==> src/rtl/sleepwell_pkg.sv <==
// Shared constants and types for the ball motion path.
// Screen geometry, speed width and the motion FSM states.
package sleepwell_pkg;

  localparam int H_RES     = 640;
  localparam int V_RES     = 480;
  localparam int BALL_SIZE = 20;
  localparam int SPD_W     = 3;

  typedef enum logic [1:0] {
    RUN        = 2'd0,
    PAUSED     = 2'd1,
    STEP_ARMED = 2'd2
  } motion_state_e;

endpackage

==> src/rtl/axis_stepper.sv <==
// One-axis wall-clamped position step, purely combinational.
// A zero speed holds position and direction, even on a wall.
module axis_stepper
  import sleepwell_pkg::*;
#(
  parameter int POS_W = 10
) (
  input  logic [POS_W-1:0] pos,
  input  logic             dir,
  input  logic [SPD_W-1:0] speed,
  input  logic [POS_W-1:0] lo,
  input  logic [POS_W-1:0] hi,
  output logic [POS_W-1:0] next_pos,
  output logic             next_dir,
  output logic             hit
);

  logic [POS_W:0] fwd;
  logic [POS_W:0] bwd;

  // Extra MSB catches underflow when stepping back past zero.
  always_comb begin
    fwd      = {1'b0, pos} + (POS_W+1)'(speed);
    bwd      = {1'b0, pos} - (POS_W+1)'(speed);
    next_pos = pos;
    next_dir = dir;
    hit      = 1'b0;
    if (speed != '0) begin
      if (dir) begin
        if (fwd >= {1'b0, hi}) begin
          next_pos = hi;
          next_dir = 1'b0;
          hit      = 1'b1;
        end else begin
          next_pos = fwd[POS_W-1:0];
        end
      end else begin
        if (bwd[POS_W] || (bwd <= {1'b0, lo})) begin
          next_pos = lo;
          next_dir = 1'b1;
          hit      = 1'b1;
        end else begin
          next_pos = bwd[POS_W-1:0];
        end
      end
    end
  end

endmodule

==> src/rtl/ball_motion_ctrl.sv <==
// Per-frame ball position/direction owner with run/pause/step.
// Registers, FSM, bounce counter and load muxing live here.
module ball_motion_ctrl
  import sleepwell_pkg::*;
#(
  parameter int POS_W = 10,
  parameter int CNT_W = 8
) (
  input  logic             clk,
  input  logic             reset,
  input  logic             frame_tick,
  input  logic             pause,
  input  logic             step,
  input  logic [SPD_W-1:0] speed_x,
  input  logic [SPD_W-1:0] speed_y,
  input  logic             load,
  input  logic [POS_W-1:0] load_x,
  input  logic [POS_W-1:0] load_y,
  output logic [POS_W-1:0] ball_x,
  output logic [POS_W-1:0] ball_y,
  output logic             dir_x,
  output logic             dir_y,
  output logic             bounce,
  output logic             corner,
  output logic [CNT_W-1:0] bounce_count,
  output logic             paused
);

  localparam logic [POS_W-1:0] X_LO  = POS_W'(BALL_SIZE);
  localparam logic [POS_W-1:0] X_HI  = POS_W'(H_RES - BALL_SIZE);
  localparam logic [POS_W-1:0] Y_LO  = POS_W'(BALL_SIZE);
  localparam logic [POS_W-1:0] Y_HI  = POS_W'(V_RES - BALL_SIZE);
  localparam logic [POS_W-1:0] X_MID = POS_W'(H_RES / 2);
  localparam logic [POS_W-1:0] Y_MID = POS_W'(V_RES / 2);
  localparam logic [CNT_W-1:0] CMAX  = '1;

  function automatic logic [POS_W-1:0] clamp(
    input logic [POS_W-1:0] v,
    input logic [POS_W-1:0] lo,
    input logic [POS_W-1:0] hi
  );
    if (v < lo)      return lo;
    else if (v > hi) return hi;
    else             return v;
  endfunction

  motion_state_e state_q, state_d;
  logic [POS_W-1:0] ball_x_q, ball_x_d;
  logic [POS_W-1:0] ball_y_q, ball_y_d;
  logic dir_x_q, dir_x_d;
  logic dir_y_q, dir_y_d;
  logic bounce_q, bounce_d;
  logic corner_q, corner_d;
  logic [CNT_W-1:0] cnt_q, cnt_d;

  logic upd;
  logic [POS_W-1:0] nx, ny;
  logic ndx, ndy, hit_x, hit_y;

  axis_stepper #(.POS_W(POS_W)) u_x (
    .pos(ball_x_q), .dir(dir_x_q), .speed(speed_x),
    .lo(X_LO), .hi(X_HI),
    .next_pos(nx), .next_dir(ndx), .hit(hit_x)
  );

  axis_stepper #(.POS_W(POS_W)) u_y (
    .pos(ball_y_q), .dir(dir_y_q), .speed(speed_y),
    .lo(Y_LO), .hi(Y_HI),
    .next_pos(ny), .next_dir(ndy), .hit(hit_y)
  );

  // State register; reset discards any armed step.
  always_ff @(posedge clk) begin
    if (reset) state_q <= RUN;
    else       state_q <= state_d;
  end

  // Next state; a load-blocked tick keeps the step armed.
  always_comb begin
    state_d = state_q;
    unique case (state_q)
      RUN: if (pause) state_d = PAUSED;
      PAUSED: begin
        if (!pause)    state_d = RUN;
        else if (step) state_d = STEP_ARMED;
      end
      STEP_ARMED: begin
        if (!pause)                   state_d = RUN;
        else if (frame_tick && !load) state_d = PAUSED;
      end
      default: state_d = RUN;
    endcase
  end

  // FSM outputs: update enable and pause status.
  always_comb begin
    upd    = 1'b0;
    paused = (state_q != RUN);
    unique case (state_q)
      RUN:        upd = frame_tick & ~pause & ~load;
      STEP_ARMED: upd = frame_tick & ~load;
      default:    upd = 1'b0;
    endcase
  end

  // Datapath next values: load beats update, events only on update.
  always_comb begin
    ball_x_d = ball_x_q;
    ball_y_d = ball_y_q;
    dir_x_d  = dir_x_q;
    dir_y_d  = dir_y_q;
    bounce_d = 1'b0;
    corner_d = 1'b0;
    cnt_d    = cnt_q;
    if (load) begin
      ball_x_d = clamp(load_x, X_LO, X_HI);
      ball_y_d = clamp(load_y, Y_LO, Y_HI);
    end else if (upd) begin
      ball_x_d = nx;
      ball_y_d = ny;
      dir_x_d  = ndx;
      dir_y_d  = ndy;
      bounce_d = hit_x | hit_y;
      corner_d = hit_x & hit_y;
      if ((hit_x | hit_y) && (cnt_q != CMAX))
        cnt_d = cnt_q + 1'b1;
    end
  end

  // Datapath registers.
  always_ff @(posedge clk) begin
    if (reset) begin
      ball_x_q <= X_MID;
      ball_y_q <= Y_MID;
      dir_x_q  <= 1'b1;
      dir_y_q  <= 1'b1;
      bounce_q <= 1'b0;
      corner_q <= 1'b0;
      cnt_q    <= '0;
    end else begin
      ball_x_q <= ball_x_d;
      ball_y_q <= ball_y_d;
      dir_x_q  <= dir_x_d;
      dir_y_q  <= dir_y_d;
      bounce_q <= bounce_d;
      corner_q <= corner_d;
      cnt_q    <= cnt_d;
    end
  end

  assign ball_x       = ball_x_q;
  assign ball_y       = ball_y_q;
  assign dir_x        = dir_x_q;
  assign dir_y        = dir_y_q;
  assign bounce       = bounce_q;
  assign corner       = corner_q;
  assign bounce_count = cnt_q;

endmodule
==> config.mk <==
export PLATFORM = sky130hd
export DESIGN_NAME = ball_motion_ctrl
export DESIGN_NICKNAME = d
export VERILOG_FILES = /design/src/rtl/sleepwell_pkg.sv /design/src/rtl/axis_stepper.sv /design/src/rtl/ball_motion_ctrl.sv
export SDC_FILE = /design/constraint.sdc
export NUM_CORES = 1
export LEC_CHECK = 0
export BUFFER_PORTS_ARGS = -buffer_cell sky130_fd_sc_hd__clkbuf_2
export CORE_MARGIN = 2
export CORE_UTILIZATION = 57
export DETAILED_ROUTE_END_ITERATION = 12
export PLACE_DENSITY = 0.82
export RECOVER_POWER = 50
export SYNTH_ARGS = -nofsm -noshare
export SYNTH_HDL_FRONTEND = slang
export SYNTH_SLANG_ARGS = --single-unit
==> constraint.sdc <==
create_clock -name clk -period 4.5 [get_ports clk]
set_input_delay 0.9 -clock clk [delete_from_list [all_inputs] [get_ports clk]]
set_output_delay 0.9 -clock clk [all_outputs]
set_load 0.02 [all_outputs]
==> impl_metrics.csv <==
group,metric,value,unit
timing,grt_setup_unrepaired,"false",
worst_setup_path,crit_path_start_kind,"input pin",
floorplan,fp.coreArea,5610,um^2
synthesis,synth.lib_cells_used.distinct,70,
worst_setup_path,timing.critical_path.arrival,4.05,ns
cells_and_area,number_of_nets_in_the_layout,551,
synthesis,syn-instance-count,456,
cts,clock_insertion_delay_worst_skew,0.29,ns
detailed_routing,vias_per_cell,6.56,
timing,setup_viol,0,
global_route,antenna_found_initial,0,
cells_and_area,area.sequential,681,um^2
synthesis,synth.net_count,505,
detailed_routing,wl,9480,um
cts,clkTransAtPathRegs,0.09,ns
detailed_routing,dr.pass1.iters,5,
global_route,sum_of_overflow_across_all_layers_after_global_routing,0,
cts,cts_tree,"yes",
worst_setup_path,timing.critical_path.required,4.71,ns
worst_setup_path,cpPeakStageDelay,0.49,ns
timing,post-route-min-period,3.85,ns
global_route,global_route.usage.total,29.5,%
detailed_routing,detailed_route_wire_length_per_cell,16.5,um
timing,setup-tns-final,0,ns
floorplan,die_y,80.9,um
cts,cts-hold-fix-buffers,0,
cts,cts_post_setup_buffers_inserted,0,
synthesis,post_synth_instance_area,3370,um^2
placement,place.gp.congestion,0.925,
floorplan,initial_utilization,60.1,%
global_route,vias_in_the_first_global_route,3323,
worst_hold_path,worst_hold_path_type,"register to register",
synthesis,ys_seq_elements,34,
timing,drv_slew,0,
global_route,grt_max_degree,38,
worst_setup_path,worst_setup_path_end_kind,"register",
synthesis,post_synth_top_flop,"dfxtp_1",
synthesis,ys_async_sr_fraction,0,%
detailed_routing,drc_errors,0,
floorplan,placement_rows,27,
cts,cts.repair.resized,0,
worst_setup_path,critPathSlowestCell,"or4_1",
worst_setup_path,timing.setup.critical_path_class,"input pin to register",
cts,clock_root_cell,"clkbuf_8",
detailed_routing,vias,3774,
cts,cts_buffers,5,
cells_and_area,num-fill-cells,539,
synthesis,yosys_warnings,0,
flow_run,timing.max_cap.violations,0,
cells_and_area,flow.area_growth_from_synthesis,11.7,%
synthesis,synth_area_per_cell,7.39,um^2
timing,worst_clock_skew,0.0113,ns
timing,final-hold-violation-count,0,
placement,half_perimeter_wire_length_after_placement,7070,um
placement,io_buffer_count,64,
power_and_ir_drop,max-vdd-ir-drop,0.235,mV
worst_setup_path,critical_path.cell_chain,"clkbuf_2, ha_1, fa_1, or4_1, or4_1, and3_4, o21bai_4, and3_4, a22oi_4, or4_1, a21oi_1",
worst_setup_path,critical_path_peak_fanout,13,
cts,cts-htree-levels,2,
cells_and_area,layout-drive-gt1-share,11.3,%
cts,cts_num_sinks,34,
cells_and_area,antenna-diode-count,0,
run_status,run_status,"completed",
timing,timing.max_slew.rel_slack,39.5,%
cts,cts_buffer_depth,2,
floorplan,overall_die_area,6540,um^2
timing,whs,0.508,ns
cells_and_area,multi_input_comb_area,2460,um^2
timing,min_period_over_period,85.5,%
synthesis,yosysSeqAreaShare,20.2,%
power_and_ir_drop,power.static_leakage,1.44,nW
detailed_routing,post_detailed_route_count_of_antenna_violating_nets,0,
global_route,grt_first_pass_wirelength,15500,um
timing,clock.fmax,260,MHz
floorplan,io_pins,65,
timing,transition_time_at_the_pin_with_the_least_slew_margin,0.908,ns
worst_setup_path,worst-path-buf-inv,1,
worst_setup_path,cpMostUsedCell,"or4_1",
detailed_routing,drtIter0Drc,319,
power_and_ir_drop,power_per_cell_area,279,nW/um^2
worst_setup_path,cp_top_family,"simple AND/OR/NAND/NOR gates",
floorplan,x_dimension_of_the_die,80.9,um
synthesis,synth_enable_flop_cells,0,
## synth_stat cells, types with 7 or more instances
library cell,count,area [um^2]
nor2_1,42,158
nand2_1,35,131
dfxtp_1,34,681
a21oi_1,29,145
o21ai_0,29,145
inv_1,23,86.3
nor3_1,20,100
clkbuf_1,19,71.3
nand2b_1,14,87.6
or3_1,14,87.6
ha_1,13,163
nand3_1,12,60.1
a211oi_1,10,75.1
nor2b_1,9,56.3
a31oi_1,8,50.1
xnor2_1,8,70.1
o31ai_1,7,52.6
## power by group
| group | total [mW] | internal [mW] | switching [mW] |
|---|---|---|---|
| logic | 0.346 | 0.139 | 0.207 |
| clock network | 0.348 | 0.222 | 0.126 |
| registers | 0.354 | 0.317 | 0.0375 |
| total | 1.05 | 0.678 | 0.370 |
## cell type report
cell class	count	share of cell area (%)
sequential	34	18.1
multi-input combinational	370	65.4
clock inverter	3	1.83
clock buffer	5	1.83
timing repair buffer	67	8.05
tap	72	2.40
inverter	24	2.40
## flip-flops by register name (all words and copies together), names as in the netlist
signal        flops
ball_x           10
ball_y           10
bounce            1
bounce_count      8
corner            1
dir_x             1
dir_y             1
state_q           2
## kinds of logic (layout without fill, tap and decap cells)
group	count (synthesis)	count (layout)	synth area share, %
compound gates	143	143	29.5
xor+xnor	14	14	3.64
fa+ha+maj	17	17	7.21
buf+inv	52	99	6.76
flops	34	34	20.2
mux	5	5	1.89
simple gates	191	191	30.8
## per-stage QoR
step	std cells	util [%]	total power, mW	setup WS (ns)	area [um^2]
2_1_floorplan	456	-	0.612	0.897	3370
3_3_place_gp	567	65.3	0.693	0.461	3660
3_5_place_dp	567	65.3	0.701	0.387	3660
4_1_cts	575	67.8	1.04	0.661	3800
5_1_grt	575	67.1	1.10	0.483	3760
6_report	575	67.1	1.05	0.653	3760
## worst reg2reg max path, stage by stage (launching register included)
cell      delay, ns
dfxtp_1        0.33
ha_1           0.23
fa_1           0.47
or4_1          0.42
or4_1          0.40
and3_4         0.20
o21bai_4       0.28
and3_4         0.28
a22oi_4        0.13
or4_1          0.49
a21oi_1        0.15
## routing by layer
metal	global-route usage [%]	wire length [um]	part of all wire [%]	vias to the layer above
li1	-	-	-	1791
met1	39.5	4130	44	1750
met2	47.9	4330	46	220
met3	6.22	891	9.4	13
met4	8.64	134	1.4	0
met5	0	0	0	-
## placed cells by master (no fill, tap or decap), types with 9 or more instances in the layout
cell type  Yosys  routed
or3_1         14      14
clkbuf_1      19      32
nor3_1        20      20
nand2_1       35      35
ha_1          13      13
nand2b_1      14      14
clkbuf_2       0      32
dfxtp_1       34      34
inv_1         23      23
a211oi_1      10      10
nor2b_1        9       9
o21ai_0       29      29
nand3_1       12      12
nor2_1        42      42
a21oi_1       29      29
## final timing paths
path	from	depth (start not counted)	endpoint	slack, ns
max	speed_y[0]	11	bounce_count[7]$_SDFFE_PP0P_	0.65
min	ball_x[2]$_SDFFE_PP0P_	2	ball_x[2]$_SDFFE_PP0P_	0.51
max reg2reg	ball_y[0]$_SDFFE_PP0P_	10	bounce_count[7]$_SDFFE_PP0P_	1.05
min reg2reg	ball_x[2]$_SDFFE_PP0P_	2	ball_x[2]$_SDFFE_PP0P_	0.51
Power figures use the tool's default switching activity.
